--- src/rtl/mem_1r1w_masked_banked.sv ---
// Banked, lane-masked 1R1W memory that zero-fills itself after reset and then serves one read and one write per cycle.
// Build option: define MEM_RDW_BYPASS_EN for write-first forwarding on same-address read/write collisions (read-first otherwise).
module mem_1r1w_masked_banked #(
  parameter int DEPTH      = 48,
  parameter int WIDTH      = 64,
  parameter int MASK_GRAN  = 8,
  parameter int BANK_DEPTH = 32,
  localparam int ADDR_W    = $clog2(DEPTH),
  localparam int MASK_W    = WIDTH / MASK_GRAN
) (
  input  logic              clock,
  input  logic              reset,
  output logic              init_done,
  input  logic [ADDR_W-1:0] R0_addr,
  input  logic              R0_en,
  output logic [WIDTH-1:0]  R0_data,
  input  logic [ADDR_W-1:0] W0_addr,
  input  logic              W0_en,
  input  logic [WIDTH-1:0]  W0_data,
  input  logic [MASK_W-1:0] W0_mask
);

  localparam int NBANKS = (DEPTH + BANK_DEPTH - 1) / BANK_DEPTH;
  localparam int ROW_W  = (BANK_DEPTH > 1) ? $clog2(BANK_DEPTH) : 1;
  localparam int BANK_W = (NBANKS > 1) ? $clog2(NBANKS) : 1;
  localparam logic [31:0]       DEPTH_U   = 32'(DEPTH);
  localparam logic [ADDR_W-1:0] LAST_ADDR = ADDR_W'(DEPTH - 1);

  typedef enum logic {INIT, READY} state_t;

  state_t            r_state;
  state_t            w_stateNext;
  logic [ADDR_W-1:0] r_sweepCnt;

  always_ff @(posedge clock) begin
    if (reset) r_state <= INIT;
    else       r_state <= w_stateNext;
  end

  always_comb begin
    w_stateNext = r_state;
    if (r_state == INIT && r_sweepCnt == LAST_ADDR) w_stateNext = READY;
  end

  always_ff @(posedge clock) begin
    if (reset)                r_sweepCnt <= '0;
    else if (r_state == INIT) r_sweepCnt <= r_sweepCnt + 1'b1;
  end

  assign init_done = (r_state == READY);

  // The sweep owns the write port during INIT; user traffic only reaches the banks in READY.
  logic              w_wrEn;
  logic [ADDR_W-1:0] w_wrAddr;
  logic [WIDTH-1:0]  w_wrData;
  logic [MASK_W-1:0] w_wrMask;
  logic              w_wrInRange;
  logic              w_rdInRange;
  logic              w_rdEn;

  assign w_wrInRange = 32'(W0_addr) < DEPTH_U;
  assign w_rdInRange = 32'(R0_addr) < DEPTH_U;
  assign w_rdEn      = !reset && (r_state == READY) && R0_en;

  always_comb begin
    w_wrEn   = 1'b0;
    w_wrAddr = W0_addr;
    w_wrData = W0_data;
    w_wrMask = W0_mask;
    if (!reset) begin
      if (r_state == INIT) begin
        w_wrEn   = 1'b1;
        w_wrAddr = r_sweepCnt;
        w_wrData = '0;
        w_wrMask = '1;
      end else begin
        w_wrEn = W0_en && w_wrInRange;
      end
    end
  end

  logic [31:0]       w_wrAddrExt;
  logic [31:0]       w_rdAddrExt;
  logic [BANK_W-1:0] w_wrBank;
  logic [BANK_W-1:0] w_rdBank;
  logic [ROW_W-1:0]  w_wrRow;
  logic [ROW_W-1:0]  w_rdRow;

  assign w_wrAddrExt = 32'(w_wrAddr);
  assign w_rdAddrExt = 32'(R0_addr);
  assign w_wrBank    = BANK_W'(w_wrAddrExt >> ROW_W);
  assign w_rdBank    = BANK_W'(w_rdAddrExt >> ROW_W);
  assign w_wrRow     = w_wrAddrExt[ROW_W-1:0];
  assign w_rdRow     = w_rdAddrExt[ROW_W-1:0];

  logic [WIDTH-1:0] w_bankQ [NBANKS];

  // Each bank is enabled only when the decoded bank index selects it.
  for (genvar b = 0; b < NBANKS; b++) begin : g_bank
    logic [WIDTH-1:0] r_mem [BANK_DEPTH];
    logic [WIDTH-1:0] r_q;

    always_ff @(posedge clock) begin
      if (w_wrEn && w_wrBank == BANK_W'(b)) begin
        for (int l = 0; l < MASK_W; l++) begin
          if (w_wrMask[l]) r_mem[w_wrRow][l*MASK_GRAN +: MASK_GRAN] <= w_wrData[l*MASK_GRAN +: MASK_GRAN];
        end
      end
      if (w_rdEn && w_rdInRange && w_rdBank == BANK_W'(b)) r_q <= r_mem[w_rdRow];
    end

    assign w_bankQ[b] = r_q;
  end

  // r_rdZero covers reset, the sweep and out-of-range reads; all read-side state freezes when no read is issued.
  logic              r_rdZero;
  logic [BANK_W-1:0] r_rdBank;
  logic [WIDTH-1:0]  w_rdWord;

  always_ff @(posedge clock) begin
    if (reset) begin
      r_rdZero <= 1'b1;
      r_rdBank <= '0;
    end else if (w_rdEn) begin
      r_rdZero <= !w_rdInRange;
      if (w_rdInRange) r_rdBank <= w_rdBank;
    end
  end

`ifdef MEM_RDW_BYPASS_EN
  logic             w_collide;
  logic             r_fwd;
  logic [WIDTH-1:0] r_fwdData;
  logic [MASK_W-1:0] r_fwdMask;
  logic [WIDTH-1:0] w_fwdBits;

  assign w_collide = w_rdEn && w_rdInRange && w_wrEn && (R0_addr == W0_addr);

  always_ff @(posedge clock) begin
    if (reset) begin
      r_fwd     <= 1'b0;
      r_fwdData <= '0;
      r_fwdMask <= '0;
    end else if (w_rdEn) begin
      r_fwd     <= w_collide;
      r_fwdData <= W0_data;
      r_fwdMask <= W0_mask;
    end
  end

  always_comb begin
    w_fwdBits = '0;
    for (int l = 0; l < MASK_W; l++) begin
      w_fwdBits[l*MASK_GRAN +: MASK_GRAN] = {MASK_GRAN{r_fwd && r_fwdMask[l]}};
    end
  end

  assign w_rdWord = (w_bankQ[r_rdBank] & ~w_fwdBits) | (r_fwdData & w_fwdBits);
`else
  assign w_rdWord = w_bankQ[r_rdBank];
`endif

  assign R0_data = r_rdZero ? '0 : w_rdWord;

endmodule
--- config.mk ---
export PLATFORM = sky130hd
export DESIGN_NAME = mem_1r1w_masked_banked
export DESIGN_NICKNAME = d
export VERILOG_FILES = /design/src/rtl/mem_1r1w_masked_banked.sv
export SDC_FILE = /design/constraint.sdc
export NUM_CORES = 2
export LEC_CHECK = 0
export CAP_MARGIN = 10
export CORE_MARGIN = 2
export CORE_UTILIZATION = 30
export CTS_BUF_LIST = sky130_fd_sc_hd__clkbuf_8
export DETAILED_ROUTE_END_ITERATION = 6
export GPL_TIMING_DRIVEN = 0
export PLACE_DENSITY_LB_ADDON = 0.08
export REMOVE_ABC_BUFFERS = 1
export SKIP_LAST_GASP = 1
export SLEW_MARGIN = 20
export SYNTH_ARGS = -nofsm -noshare
export SYNTH_HDL_FRONTEND = slang
export SYNTH_SLANG_ARGS = --single-unit
--- constraint.sdc ---
create_clock -name clock -period 11.3 [get_ports clock]
set_input_delay 1.13 -clock clock [delete_from_list [all_inputs] [get_ports clock]]
set_output_delay 1.13 -clock clock [all_outputs]
set_load 0.02 [all_outputs]
==> flow_metrics.py <==
metrics = {
    "run_status": {
        "status": "completed",
    },
    "place": {
        "pre_cts_ws_ps": 5080,
        "detailed_place_hpwl_um": 312000,
        "gp_congestion": 0.708,
        "dp.cells": 14279,
        "numPortBuffers": 152,
    },
    "logic_synthesis": {
        "async_flop_share_pct": 0,
        "synth_edf_count": 4224,
        "syn_area_per_cell_um2": 21.9,
        "ys_types": 49,
        "muxShareOfSynthArea_pct": 14.7,
        "yosys.area.top_type": "edfxtp_1",
        "yosys_warnings": 0,
        "synth-seq-cells": 4233,
        "synth-main-ff-cell": "edfxtp_1",
        "synth-simple-area-share_pct": 2.72,
        "ys_top_cells_by_area": "edfxtp_1 (79%), mux4_2 (13%), o22ai_1 (1.7%)",
        "ys_seq_area_share_pct": 79.0,
        "synthAdderAreaFrac_pct": 0.00778,
        "synth_top_area_share_pct": 78.9,
        "synth-xor-area-share_pct": 0.0272,
        "synth_top_family_by_area": "multiplexers",
        "syn-cell-area_um2": 161000,
        "syn_inst": 7344,
        "synth_compound_area_share_pct": 2.39,
    },
    "route": {
        "routed_wl_um": 500000,
        "ant_nets": 0,
        "vias": 77549,
        "vias_per_cell": 4.97,
        "drtIter0Drc": 6428,
        "drt_first_pass_iters": 5,
        "wl_per_cell_um": 32.0,
        "drc_errors": 0,
    },
    "global_route": {
        "grt_use_total_pct": 18.1,
        "grt_pass1_vias": 82241,
        "antenna_found_initial": 37,
        "overflow": 0,
        "grt_pass1_wl_um": 681000,
        "grt_max_degree": 106,
    },
    "timing": {
        "skew_ps": 59.1,
        "setup_ws_ps": 6160,
        "hold_viol_final": 0,
        "rsz0062_at_grt": "false",
        "slew_headroom_pct": 23.5,
        "period_needed_ps": 5140,
        "fin_crit_sh_pct": 45.5,
        "worst_pin_slew_ps": 1150,
        "fmax_ghz": 0.195,
        "setup_violations": 0,
        "slew_violations": 0,
        "fin_tns_setup_ps": 0,
    },
    "layout": {
        "final_cell_mix": "edfxtp_1 (4224), mux4_2 (948), clkbuf_8 (754), nor2_1 (586), o22ai_1 (436)",
        "fin_util_pct": 35.2,
        "final_cells": 15603,
        "area_delta_synth_final_pct": 16.7,
        "nets": 8091,
        "drive_above_1_share_pct": 25.8,
        "layout_commonest_cell": "edfxtp_1",
    },
    "power": {
        "ir_drop_v": 0.000122,
        "p_leak_nw": 58.3,
        "p_per_area_nw_per_um2": 169,
        "total_power_mw": 31.8,
    },
    "worst_setup_path": {
        "critPathMaxFanout": 20,
        "path_class": "reg -> out",
        "crit_top_cell": "buf_16",
        "crit_path_end_kind": "output port",
        "critical_path.top_delay_family": "buffers and inverters",
        "critPathLaunchType": "flop",
        "crit_required_ps": 10170,
        "rrSetupSlack_ps": 6630,
        "path_cells": "buf_16 > buf_16 > mux2i_1 > nor2_1 > clkdlybuf4s50_1",
        "critPathSlowestCell": "clkdlybuf4s50_1",
        "crit_buf_inv": 3,
        "cp.arrival_ps": 4010,
        "max_stage_delay_ps": 760,
    },
    "clocking": {
        "post_cts_buffers": 0,
        "cts_tree": "done",
        "clock_latency_ps": 1240,
        "cts_sinks": 4233,
        "root_buffer": "clkbuf_8",
        "numCtsBuffers": 741,
        "h-tree-depth": 6,
        "clock_path_buffers": 4,
        "cts_hold_buf": 0,
        "clk_pin_slew_ps": 60,
        "post_cts_resized": 0,
    },
    "hold_path": {
        "min_path_type": "reg -> reg",
    },
    "floorplanning": {
        "die_area_um2": 542000,
        "io_pins": 153,
        "core_area_um2": 533000,
        "floorplan.initialDensity_pct": 30.2,
        "die_width_um": 736,
        "core.rowCount": 268,
        "die_h_um": 736,
    },
    "job": {
        "maxCapViolCount": 0,
    },
}
-- path summary, 6_finish.rpt --
check,end,cells after the start,startpoint
min reg2reg,r_sweepCnt[5],2,r_sweepCnt[5]
max reg2reg,g_bank[0].r_mem[24][23],5,init_done
min,r_sweepCnt[5],2,r_sweepCnt[5]
max,R0_data[0],5,r_rdBank
-- through the flow --
stage                     area [um2]  hold slack [ps]
after floorplan               159000              508
after global placement        169000              558
after detailed placement      174000              563
after CTS                     188000              409
after global routing          188000              509
final                         188000              575
-- synthesized netlist by cell type, types with 6 or more instances --
cell type     n
nand2_1       7
clkbuf_1    265
buf_2       143
a22oi_1     114
and2_1       65
nand4_1      19
nand2b_1      6
dfxtp_1       9
nand3_2       8
nand3_4      22
edfxtp_1   4224
buf_1        51
nand3_1      44
o21ai_1      15
nor2_1      589
o22ai_1     436
mux4_2      948
nor4_1      109
mux2i_1     217
-- power breakdown --
| group | total, mW | switching, mW | internal [mW] |
|---|---|---|---|
| clock network | 12.8 | 6.36 | 6.45 |
| logic | 1.60 | 1.04 | 0.565 |
| registers | 17.4 | 0.0105 | 17.4 |
| total | 31.8 | 7.41 | 24.4 |
-- flip-flops by register name, indices dropped and copies added (netlist names) --
name          flops
r_rdBank          1
r_sweepCnt        6
g_bank.r_mem   4096
g_bank.r_q      128
init_done         1
r_rdZero          1
-- worst register-to-register path: cells and delay by family (launching register included) --
| family | cells | cell delay (ps) |
|---|---|---|
| compound gates | 1 | 810 |
| buf+inv | 1 | 240 |
| flops | 1 | 780 |
| simple gates | 3 | 2420 |
-- per-layer routing --
layer,vias to the layer above,routed length [um],share of wire (%),track usage [%]
met5,-,55,0.011,0
li1,32489,-,-,-
met3,782,21200,4.2,2.56
met4,8,13900,2.8,5.00
met2,1987,249000,50,30.8
met1,42283,216000,43,24.2
-- layout make-up --
type	instances	area, um2
diodes	12	30.0
clock buffers	754	10400
clock inverters	558	2750
fillers	49550	346000
multi-input cells	2650	32400
flip-flops and latches	4233	127000
well taps	7020	8780
repair buffers	376	6230
-- kinds of logic (layout without fill, tap and decap cells) --
group,Yosys count,in the layout
buffers and inverters,461,1688
multiplexers,1167,1167
adder cells (fa/ha/maj),1,1
other,0,12
AND/OR/NAND/NOR,897,897
flip-flops,4233,4233
AO/OA/AOI/OAI,580,580
XOR/XNOR,5,5
No activity file was read; power rests on OpenSTA's default activity.
